File: src/rtl/traffic_pkg.sv
// Shared constants for the traffic light controller: state encoding,
// timer interval codes and the 7-bit light patterns {main RYG, side RYG, walk}.
package traffic_pkg;

    // Controller states. WALK keeps its code even when the pedestrian
    // feature is compiled out, so the encoding is identical in both builds.
    typedef enum logic [2:0] {
        ST_MG1  = 3'd0,
        ST_MG2  = 3'd1,
        ST_MY   = 3'd2,
        ST_WALK = 3'd3,
        ST_SG   = 3'd4,
        ST_SGX  = 3'd5,
        ST_SY   = 3'd6
    } state_e;

    // Interval select codes understood by the interval timer.
    localparam logic [1:0] INT_BASE = 2'b00;
    localparam logic [1:0] INT_EXT  = 2'b01;
    localparam logic [1:0] INT_YEL  = 2'b10;

    // Light patterns: bit6..4 main R,Y,G; bit3..1 side R,Y,G; bit0 walk.
    localparam logic [6:0] LT_MAIN_GREEN  = 7'h18;
    localparam logic [6:0] LT_MAIN_YELLOW = 7'h28;
    localparam logic [6:0] LT_WALK        = 7'h49;
    localparam logic [6:0] LT_SIDE_GREEN  = 7'h42;
    localparam logic [6:0] LT_SIDE_YELLOW = 7'h44;

endpackage

File: src/rtl/traffic_fsm.sv
// Main sequencing FSM of the traffic light controller.
// Requests timed intervals from the interval timer (interval/start_timer)
// and advances when the timer reports expired. All outputs are registered.
// Build option: define PED_WALK_EN to include the pedestrian WALK phase;
// without it MY always proceeds to SG, wr is ignored and wr_reset stays 0.
//
// Handshake with the timer: start_timer is a one-cycle pulse on the first
// cycle of every state (interval valid alongside it and held afterwards);
// expired is only acted on in cycles where start_timer is low.
module traffic_fsm
    import traffic_pkg::*;
(
    input  logic       clock,
    input  logic       reset_n,
    input  logic       sensor_sync,
    input  logic       wr,
    input  logic       prog_sync,
    input  logic       expired,
    output logic       wr_reset,
    output logic [1:0] interval,
    output logic       start_timer,
    output logic [6:0] lights,
    output logic [2:0] state_dbg_o
);

    state_e     state_q, state_d;
    logic [1:0] interval_q, interval_d;
    logic       start_q, start_d;
    logic       wr_reset_q, wr_reset_d;
    logic [6:0] lights_q, lights_d;
    logic       advance;

`ifndef PED_WALK_EN
    // The walk request is not consulted in this build.
    logic wr_unused;
    assign wr_unused = wr;
`endif

    // A timer expiry only counts once the timer has actually been restarted.
    assign advance = expired && !start_q;

    // Next-state, interval and pulse generation; prog_sync overrides everything.
    always_comb begin
        state_d    = state_q;
        interval_d = interval_q;
        start_d    = 1'b0;
        wr_reset_d = 1'b0;
        if (prog_sync) begin
            state_d    = ST_MG1;
            interval_d = INT_BASE;
            start_d    = 1'b1;
        end else begin
            case (state_q)
                ST_MG1: begin
                    if (advance) begin
                        state_d    = ST_MG2;
                        interval_d = sensor_sync ? INT_EXT : INT_BASE;
                        start_d    = 1'b1;
                    end
                end
                ST_MG2: begin
                    if (advance) begin
                        state_d    = ST_MY;
                        interval_d = INT_YEL;
                        start_d    = 1'b1;
                    end
                end
                ST_MY: begin
                    if (advance) begin
                        start_d = 1'b1;
`ifdef PED_WALK_EN
                        if (wr) begin
                            state_d    = ST_WALK;
                            interval_d = INT_EXT;
                            wr_reset_d = 1'b1;
                        end else begin
                            state_d    = ST_SG;
                            interval_d = INT_BASE;
                        end
`else
                        state_d    = ST_SG;
                        interval_d = INT_BASE;
`endif
                    end
                end
`ifdef PED_WALK_EN
                ST_WALK: begin
                    if (advance) begin
                        state_d    = ST_SG;
                        interval_d = INT_BASE;
                        start_d    = 1'b1;
                    end
                end
`endif
                ST_SG: begin
                    if (advance) begin
                        start_d = 1'b1;
                        if (sensor_sync) begin
                            state_d    = ST_SGX;
                            interval_d = INT_EXT;
                        end else begin
                            state_d    = ST_SY;
                            interval_d = INT_YEL;
                        end
                    end
                end
                ST_SGX: begin
                    if (advance) begin
                        state_d    = ST_SY;
                        interval_d = INT_YEL;
                        start_d    = 1'b1;
                    end
                end
                ST_SY: begin
                    if (advance) begin
                        state_d    = ST_MG1;
                        interval_d = INT_BASE;
                        start_d    = 1'b1;
                    end
                end
                default: begin
                    // Unreachable code: restart the sequence from MG1.
                    state_d    = ST_MG1;
                    interval_d = INT_BASE;
                    start_d    = 1'b1;
                end
            endcase
        end
    end

    // Light pattern decoded from the next state so lights change with the state.
    always_comb begin
        lights_d = LT_MAIN_GREEN;
        case (state_d)
            ST_MG1:  lights_d = LT_MAIN_GREEN;
            ST_MG2:  lights_d = LT_MAIN_GREEN;
            ST_MY:   lights_d = LT_MAIN_YELLOW;
`ifdef PED_WALK_EN
            ST_WALK: lights_d = LT_WALK;
`endif
            ST_SG:   lights_d = LT_SIDE_GREEN;
            ST_SGX:  lights_d = LT_SIDE_GREEN;
            ST_SY:   lights_d = LT_SIDE_YELLOW;
            default: lights_d = LT_MAIN_GREEN;
        endcase
    end

    // State and output registers; reset puts MG1 with its timer start pending.
    always_ff @(posedge clock or negedge reset_n) begin
        if (!reset_n) begin
            state_q    <= ST_MG1;
            interval_q <= INT_BASE;
            start_q    <= 1'b1;
            wr_reset_q <= 1'b0;
            lights_q   <= LT_MAIN_GREEN;
        end else begin
            state_q    <= state_d;
            interval_q <= interval_d;
            start_q    <= start_d;
            wr_reset_q <= wr_reset_d;
            lights_q   <= lights_d;
        end
    end

    assign wr_reset    = wr_reset_q;
    assign interval    = interval_q;
    assign start_timer = start_q;
    assign lights      = lights_q;
    assign state_dbg_o = state_q;

endmodule

File: config.mk
export PLATFORM = sky130hd
export DESIGN_NAME = traffic_fsm
export DESIGN_NICKNAME = d
export VERILOG_FILES = /design/src/rtl/traffic_pkg.sv /design/src/rtl/traffic_fsm.sv
export SDC_FILE = /design/constraint.sdc
export NUM_CORES = 1
export LEC_CHECK = 0
export CAP_MARGIN = 20
export CORE_AREA = 5 5 43 45
export CTS_CLUSTER_SIZE = 28
export DETAILED_ROUTE_END_ITERATION = 8
export DIE_AREA = 0 0 48 50
export PLACE_DENSITY = 0.79
export SLEW_MARGIN = 20
export SYNTH_ARGS = -nofsm -noshare
export SYNTH_HDL_FRONTEND = slang
export SYNTH_SLANG_ARGS = --single-unit
File: constraint.sdc
create_clock -name clock -period 3.15 [get_ports clock]
set_input_delay 0.4725 -clock clock [delete_from_list [all_inputs] [get_ports clock]]
set_output_delay 0.4725 -clock clock [all_outputs]
set_load 0.01 [all_outputs]
# ---- Word level (Yosys, flattened, before mapping)
# Cells that the tools add are included.
dict set report totals {
  reg_bits 13
  in_bits 6
  out_inout_bits 14
  elab_cells 46
}
dict set report op_classes {
  eq_ne 13
  n_mux 21
  reduce_logical 8
}
# operator n
set ops {}
lappend ops {{3-bit two-way mux} 7}
lappend ops {{7-bit case mux with 3 select lines} 1}
lappend ops {{3-bit == test, second input constant} 6}
lappend ops {{3-bit case mux with 6 select lines} 1}
lappend ops {{2-bit two-way mux} 7}
lappend ops {{2-bit case mux with 4 select lines} 1}
lappend ops {{3-bit by 2-bit == test with 1-bit output, second input constant} 2}
lappend ops {{3-bit by 1-bit inequality test with 1-bit output, second input constant} 2}
lappend ops {{3-bit inequality test, second input constant} 2}
lappend ops {{2-bit OR reduction} 3}
lappend ops {{6-bit OR reduction} 1}
lappend ops {{1-bit two-way mux} 4}
lappend ops {{4-bit AND reduction} 1}
lappend ops {{3-bit by 1-bit == test with 1-bit output, second input constant} 1}
lappend ops {{3-bit zero test} 1}
lappend ops {{1-bit logical AND} 1}
lappend ops {{1-bit zero test} 1}

# ---- Depth between registers and ports, before layout
# Gate-level depths: netlist of the first run.
dict set report logic_depth {
  depth_word 8
  mapped_depth 4
  depth_no_buf 3
}

# ---- Least setup slack after synthesis of the first run
# Ideal clock, no wire load.
dict set report synth_path {
  path_kind {flip-flop to flip-flop}
  from {register start_q, in the netlist start_timer}
  to {register lights_q[3], in the netlist lights[3]}
  setup_ns 0.078
  t_arrival_ns 1.338
  required_ns 3.072
  slack_ns 1.733
  path_stages_with_launch 4
  n_path_buf 0
  synth_period_minus_slack_ns 1.417
  cell_sequence {dfstp_2 -> and2b_2 -> or3_4 -> a31o_1}
}
dict set report synth_between {
  elab_chain_len 8
  word_cells_on_any_way 16
  cone_classes {eq/ne (4); mux (9); reduce/logical (3)}
}
# element line
set synth_rtl {}
lappend synth_rtl {{start: declaration} traffic_fsm.sv:28} ;# logic start_q, start_d;
lappend synth_rtl {{start signal: assignment} traffic_fsm.sv:159} ;# start_q <= start_d;
lappend synth_rtl {{1-bit zero test (*)} traffic_fsm.sv:40} ;# assign advance = expired && !start_q;
lappend synth_rtl {{1-bit logical AND (*)} traffic_fsm.sv:40}
lappend synth_rtl {{3-bit two-way mux, or another cell as far along} traffic_fsm.sv:115} ;# if (advance) begin
lappend synth_rtl {{3-bit case mux with 6 select lines (*)} traffic_fsm.sv:53} ;# case (state_q)
lappend synth_rtl {{3-bit two-way mux (*)} traffic_fsm.sv:48} ;# if (prog_sync) begin
lappend synth_rtl {{3-bit == test} traffic_fsm.sv:134} ;# case (state_d)
lappend synth_rtl {{2-bit OR reduction (no line)} -}
lappend synth_rtl {{7-bit case mux with 3 select lines (*)} traffic_fsm.sv:134}
lappend synth_rtl {{via lights_d[3]} traffic_fsm.sv:30} ;# logic [6:0] lights_q, lights_d;
lappend synth_rtl {{end signal: assignment} traffic_fsm.sv:161} ;# lights_q <= lights_d;
lappend synth_rtl {{end: declaration} traffic_fsm.sv:30}
# Mark *: on every way through the listed nets, which the timed path passes. The rest lies on a longest branch.
# A chain may end at the register's enable or synchronous reset.

# ---- Final worst setup path of the first run
dict set report layout_path {
  from {register state_q[1], in the netlist state_dbg_o[1]}
  to {output port state_dbg_o[1]}
}
# element line
set layout_lines {}
lappend layout_lines {{start: declaration} traffic_fsm.sv:26} ;# state_e state_q, state_d;
lappend layout_lines {{start signal: assignment} traffic_fsm.sv:157} ;# state_q <= state_d;
lappend layout_lines {{end: declaration} traffic_fsm.sv:23} ;# output logic [2:0] state_dbg_o
# No word-level cell between the ends.

==> results.json, run 1 <==
{
  "tritoncts": "yes",
  "vias": 460,
  "cts_hold_buffers": 0,
  "antenna_cells": 0,
  "drt_iter0_drc": 8,
  "syn_to_final_growth_pct": 28.5,
  "yosys_warnings": 0,
  "worst_slack_ns": 1.25,
  "use_met2": 0.167,
  "cp_data_arrival_time_ns": 1.43,
  "hold_class": "in -> async",
  "power_density_nw_per_um2": 436,
  "drc_errors": 0,
  "stdcell_count": 88,
  "grt_setup_unrepaired": "no",
  "routed_wl_um": 1170,
  "cpPeakStageDelay_ns": 0.61,
  "antenna_found_initial": 0,
  "seq_power_share": 0.499,
  "numClockSinks": 12,
  "busiest_layer": "met2",
  "fin_setup_tns_ns": 0,
  "finalHoldViolations": 0,
  "die_y_um": 50,
  "worstMarginPinSlew_ns": 0.522,
  "gr-usage-all-layers": 0.114,
  "ctsResizeCount": 0,
  "start_kind": "flop",
  "swShare": 0.240,
  "gp_congestion": 0.774,
  "die_area_um2": 2400,
  "ys_types": 30,
  "cts_setup_buffers": 0,
  "crit_path_end_kind": "output pin",
  "dp_hpwl_um": 825,
  "syn_avg_cell_area_um2": 10.6,
  "design_area_um2": 778,
  "numCtsBuffers": 3,
  "final_common_cell": "clkdlybuf4s50_1",
  "p_comb_frac": 0.145,
  "status": "completed",
  "grt_pass1_wl_um": 1910,
  "p_int_mw": 0.258,
  "netlist_area_um2": 606,
  "grt_max_degree": 14,
  "dp_slack_ns": 1.26,
  "use_met1": 0.136,
  "async_flop_share": 1.00,
  "peakVddDrop_mv": 0.237,
  "maxCapViolations": 0,
  "p_leak_nw": 0.317,
  "num_rows": 14,
  "cp_data_required_time_ns": 2.68,
  "htreeDepth": 1,
  "die_w_um": 48,
  "dpl-instance-area_um2": 742,
  "finalSetupViolations": 0,
  "viasPerCell": 5.23,
  "worstSetupPathType": "reg -> out",
  "max-slew-margin-rel": 0.651,
  "critPathTopFamily": "buffers and inverters",
  "clockPowerShare": 0.356,
  "period_minus_slack_ns": 1.90,
  "clock_latency_ns": 0.27,
  "yosysSeqAreaShare": 0.502,
  "final_util": 0.542,
  "dr.pass1.iters": 4,
  "drive_gt1_frac": 0.153,
  "max_freq_mhz": 525,
  "nets": 79,
  "cts_root_buffer": "clkbuf_4",
  "finalMaxSlewViolations": 0,
  "start_util": 0.422,
  "synthCells": 57,
  "cts_buffer_depth": 2,
  "finClkSkew_ns": 0.00114,
  "dp_cells": 84,
  "clkTransAtPathRegs_ns": 0.07,
  "grt_overflow_total": 0,
  "synth_edf_count": 0,
  "postRouteAntennaNets": 0,
  "grt_pass1_vias": 436,
  "synth-seq-cells": 12,
  "path_max_fanout": 12,
  "crit_path_cell_trace": "clkdlybuf4s50_1",
  "wire_per_inst_um": 13.3,
  "ys.flop_type": "dfrtp_1",
  "p_switching_mw": 0.0813,
  "worst-path-buf-inv": 1,
  "fillCellCount": 132,
  "fin_crit_sh": 0.604,
  "place.port_buffers": 16,
  "final_cell_mix": "clkdlybuf4s50_1, dfrtp_1, a21oi_1",
  "grt_util_met3": 0.0327,
  "critPathSlowestCell": "clkdlybuf4s50_1",
  "pin_count": 20,
  "coreArea_um2": 1440
}
[power by group through the flow]
stage	Sequential, mW	Combinational, mW	Clock, mW
global placement	0.172	0.0487	0
CTS	0.169	0.0495	0.127
global route	0.170	0.0541	0.137
detailed placement	0.172	0.0491	0
finish	0.169	0.0492	0.121
floorplan	0.173	0.0278	0
[cell usage after synthesis, types with 2 or more instances]
| cell type | count | area, um2 |
|---|---|---|
| o21ai_0 | 3 | 15.0 |
| dfstp_2 | 3 | 78.8 |
| inv_1 | 2 | 7.51 |
| buf_4 | 2 | 15.0 |
| dfrtp_1 | 9 | 225 |
| buf_2 | 2 | 10.0 |
| nand2_1 | 3 | 11.3 |
| nor2b_1 | 2 | 12.5 |
| a21oi_1 | 4 | 20.0 |
| buf_6 | 2 | 22.5 |
| a211oi_1 | 3 | 22.5 |
| a31oi_1 | 2 | 12.5 |
| nor3b_1 | 2 | 15.0 |
| nand3_1 | 2 | 10.0 |
[state kept, by name, summed over array words and instances, names as in the netlist]
register and cells:
lights 6, state_dbg_o 3, start_timer 1, interval 2
[routing by layer]
layer | vias up | part of all wire
li1 | 228 | -
met1 | 217 | 0.44
met2 | 13 | 0.48
met3 | 2 | 0.066
met4 | 0 | 0.0094
met5 | - | 0
[cell families (layout without fill, tap and decap cells)]
kind of cell	Yosys count	in the layout	share of synthesized area
AO/OA/AOI/OAI	19	19	0.215
AND/OR/NAND/NOR	17	17	0.186
flip-flops	12	12	0.502
buffers and inverters	8	22	0.0909
other	1	2	0.00619
[area by class of cell]
type                       count  area (um2)  area share
tap                           16        20.0      0.0257
multi-input combinational     38         250       0.322
timing repair buffer          16         160       0.206
sequential                    12         304       0.391
inverter                       2        7.51     0.00965
clock buffer                   4        36.3      0.0466
[per-stage QoR]
step	total power, mW	hold WS (ns)
floorplan	0.201	0.177
global route	0.362	0.573
finish	0.339	0.543
detailed placement	0.221	0.531
global placement	0.221	0.520
CTS	0.346	0.554
[final timing paths]
path | from | endpoint | slack [ns] | cells past startpoint
setup / recovery | state_dbg_o[1] | state_dbg_o[1] | 1.25 | 1
hold / removal | reset_n | lights[1] | 0.54 | 1
setup reg to reg | start_timer | lights[3] | 1.72 | 3
hold reg to reg | interval[0] | interval[0] | 0.56 | 2
max in group asynchronous | reset_n | start_timer | 2.24 | 1
min in group clock | interval[0] | interval[0] | 0.56 | 2
No activity file was read; power rests on OpenSTA's default activity.
==> inputs of run 2 (changes only) <==
Settings changed: CORE_AREA 5 5 43 45 to 5 5 44 46, DIE_AREA 0 0 48 50 to 0 0 49 51, PLACE_DENSITY 0.79 to 0.76.
Clock period 3.15 ns to 1.8 ns, I/O delays scaled along.
==> run 2 against run 1 <==
Effect of this change: count of clock-buffer cells in the layout did not move; worst hold slack got worse by 0.19 ns; global-route usage fell by 1.3 points; non-clock buffer count did not move; highest routed layer unchanged.
==> results.json, run 2 (synthesized netlist as in run 1, its figures left out) <==
{
  "drc_errors": 0,
  "antenna_cells": 0,
  "final_cell_mix": "clkdlybuf4s50_1, dfrtp_1, a21oi_1",
  "numCtsBuffers": 3,
  "antenna_found_initial": 0,
  "crit_path_end_kind": "output pin",
  "peakVddDrop_mv": 0.447,
  "vias": 469,
  "status": "completed",
  "finClkSkew_ns": 0.000627,
  "dr.pass1.iters": 4,
  "critPathTopFamily": "buffers and inverters",
  "crit_path_cell_trace": "clkdlybuf4s50_1",
  "pin_count": 20,
  "tritoncts": "yes",
  "die_area_um2": 2500,
  "drive_gt1_frac": 0.153,
  "cts_hold_buffers": 0,
  "max_freq_mhz": 587,
  "htreeDepth": 1,
  "seq_power_share": 0.503,
  "grt_max_degree": 14,
  "grt_setup_unrepaired": "no",
  "start_kind": "flop",
  "cts_root_buffer": "clkbuf_4",
  "max-slew-margin-rel": 0.640,
  "die_w_um": 49,
  "p_comb_frac": 0.145,
  "die_y_um": 51,
  "fin_setup_tns_ns": 0,
  "swShare": 0.234,
  "worst_slack_ns": 0.0959,
  "nets": 79,
  "grt_overflow_total": 0,
  "final_common_cell": "clkdlybuf4s50_1",
  "grt_pass1_wl_um": 1960,
  "finalHoldViolations": 0,
  "worst-path-buf-inv": 1,
  "clockPowerShare": 0.352,
  "cp_data_arrival_time_ns": 1.43,
  "finalSetupViolations": 0,
  "postRouteAntennaNets": 0,
  "drt_iter0_drc": 7,
  "syn_to_final_growth_pct": 28.5,
  "dp_slack_ns": 0.0983,
  "num_rows": 14,
  "p_leak_nw": 0.317,
  "cpPeakStageDelay_ns": 0.61,
  "wire_per_inst_um": 12.5,
  "p_switching_mw": 0.138,
  "place.port_buffers": 16,
  "fin_crit_sh": 0.947,
  "start_util": 0.412,
  "clock_latency_ns": 0.27,
  "reg2reg_slack_ns": 0.37,
  "period_minus_slack_ns": 1.70,
  "gp_congestion": 0.791,
  "power_density_nw_per_um2": 757,
  "p_int_mw": 0.452,
  "fin_hold_ws_ns": 0.350,
  "cts_setup_buffers": 0,
  "worstSetupPathType": "reg -> out",
  "worstMarginPinSlew_ns": 0.538,
  "path_max_fanout": 13,
  "viasPerCell": 5.33,
  "finalMaxSlewViolations": 0,
  "grt_pass1_vias": 434,
  "maxCapViolations": 0,
  "hold_class": "in -> async",
  "gr-usage-all-layers": 0.101,
  "seqCellArea_um2": 304,
  "cp_data_required_time_ns": 1.53,
  "numClockSinks": 12,
  "routed_wl_um": 1100,
  "critPathSlowestCell": "clkdlybuf4s50_1",
  "coreArea_um2": 1470,
  "largest_reg_flops": 6,
  "multi_input_area_um2": 250,
  "fillCellCount": 143,
  "cts_buffer_depth": 2,
  "ctsResizeCount": 0,
  "clkTransAtPathRegs_ns": 0.07,
  "dp_hpwl_um": 821
}
run 2: cell counts in the layout (fill, tap and decap cells not counted):
Identical to the previous run, type by type.
run 2: area by class of cell:
cell class | count | share of cell area
well taps | 16 | 0.0257
inverters | 2 | 0.00965
clock buffers | 4 | 0.0466
repair buffers | 16 | 0.206
flip-flops and latches | 12 | 0.391
multi-input cells | 38 | 0.322
run 2: power by group through the flow:
stage                     combinational, mW  sequential, mW  clock, mW
final                                0.0855           0.296      0.207
after global placement               0.0849           0.301          0
after detailed placement             0.0863           0.302          0
after CTS                            0.0868           0.296      0.215
after floorplan                      0.0487           0.302          0
after global routing                 0.0951           0.299      0.230
run 2: layer usage:
metal,global-route usage,up-vias,part of all wire
li1,-,229,-
met1,0.115,224,0.43
met2,0.165,14,0.47
met3,0.0465,2,0.085
met4,0.0404,0,0.011
met5,0,-,0
run 2: metrics by stage:
step           cells  cell area (um2)  power [mW]  utilization
2_1_floorplan     58              609       0.351            -
3_3_place_gp      84              742       0.386        0.504
3_5_place_dp      84              742       0.388        0.504
4_1_cts           88              778       0.598        0.529
5_1_grt           88              778       0.624        0.529
6_report          88              778       0.589        0.529
run 2: final timing paths:
check | from | depth (start not counted) | endpoint
max in group asynchronous | reset_n | 1 | lights[4]
min in group clock | interval[0] | 2 | interval[0]
max | state_dbg_o[0] | 1 | state_dbg_o[0]
max reg2reg | start_timer | 3 | lights[3]
min | reset_n | 1 | state_dbg_o[1]
min reg2reg | interval[0] | 2 | interval[0]
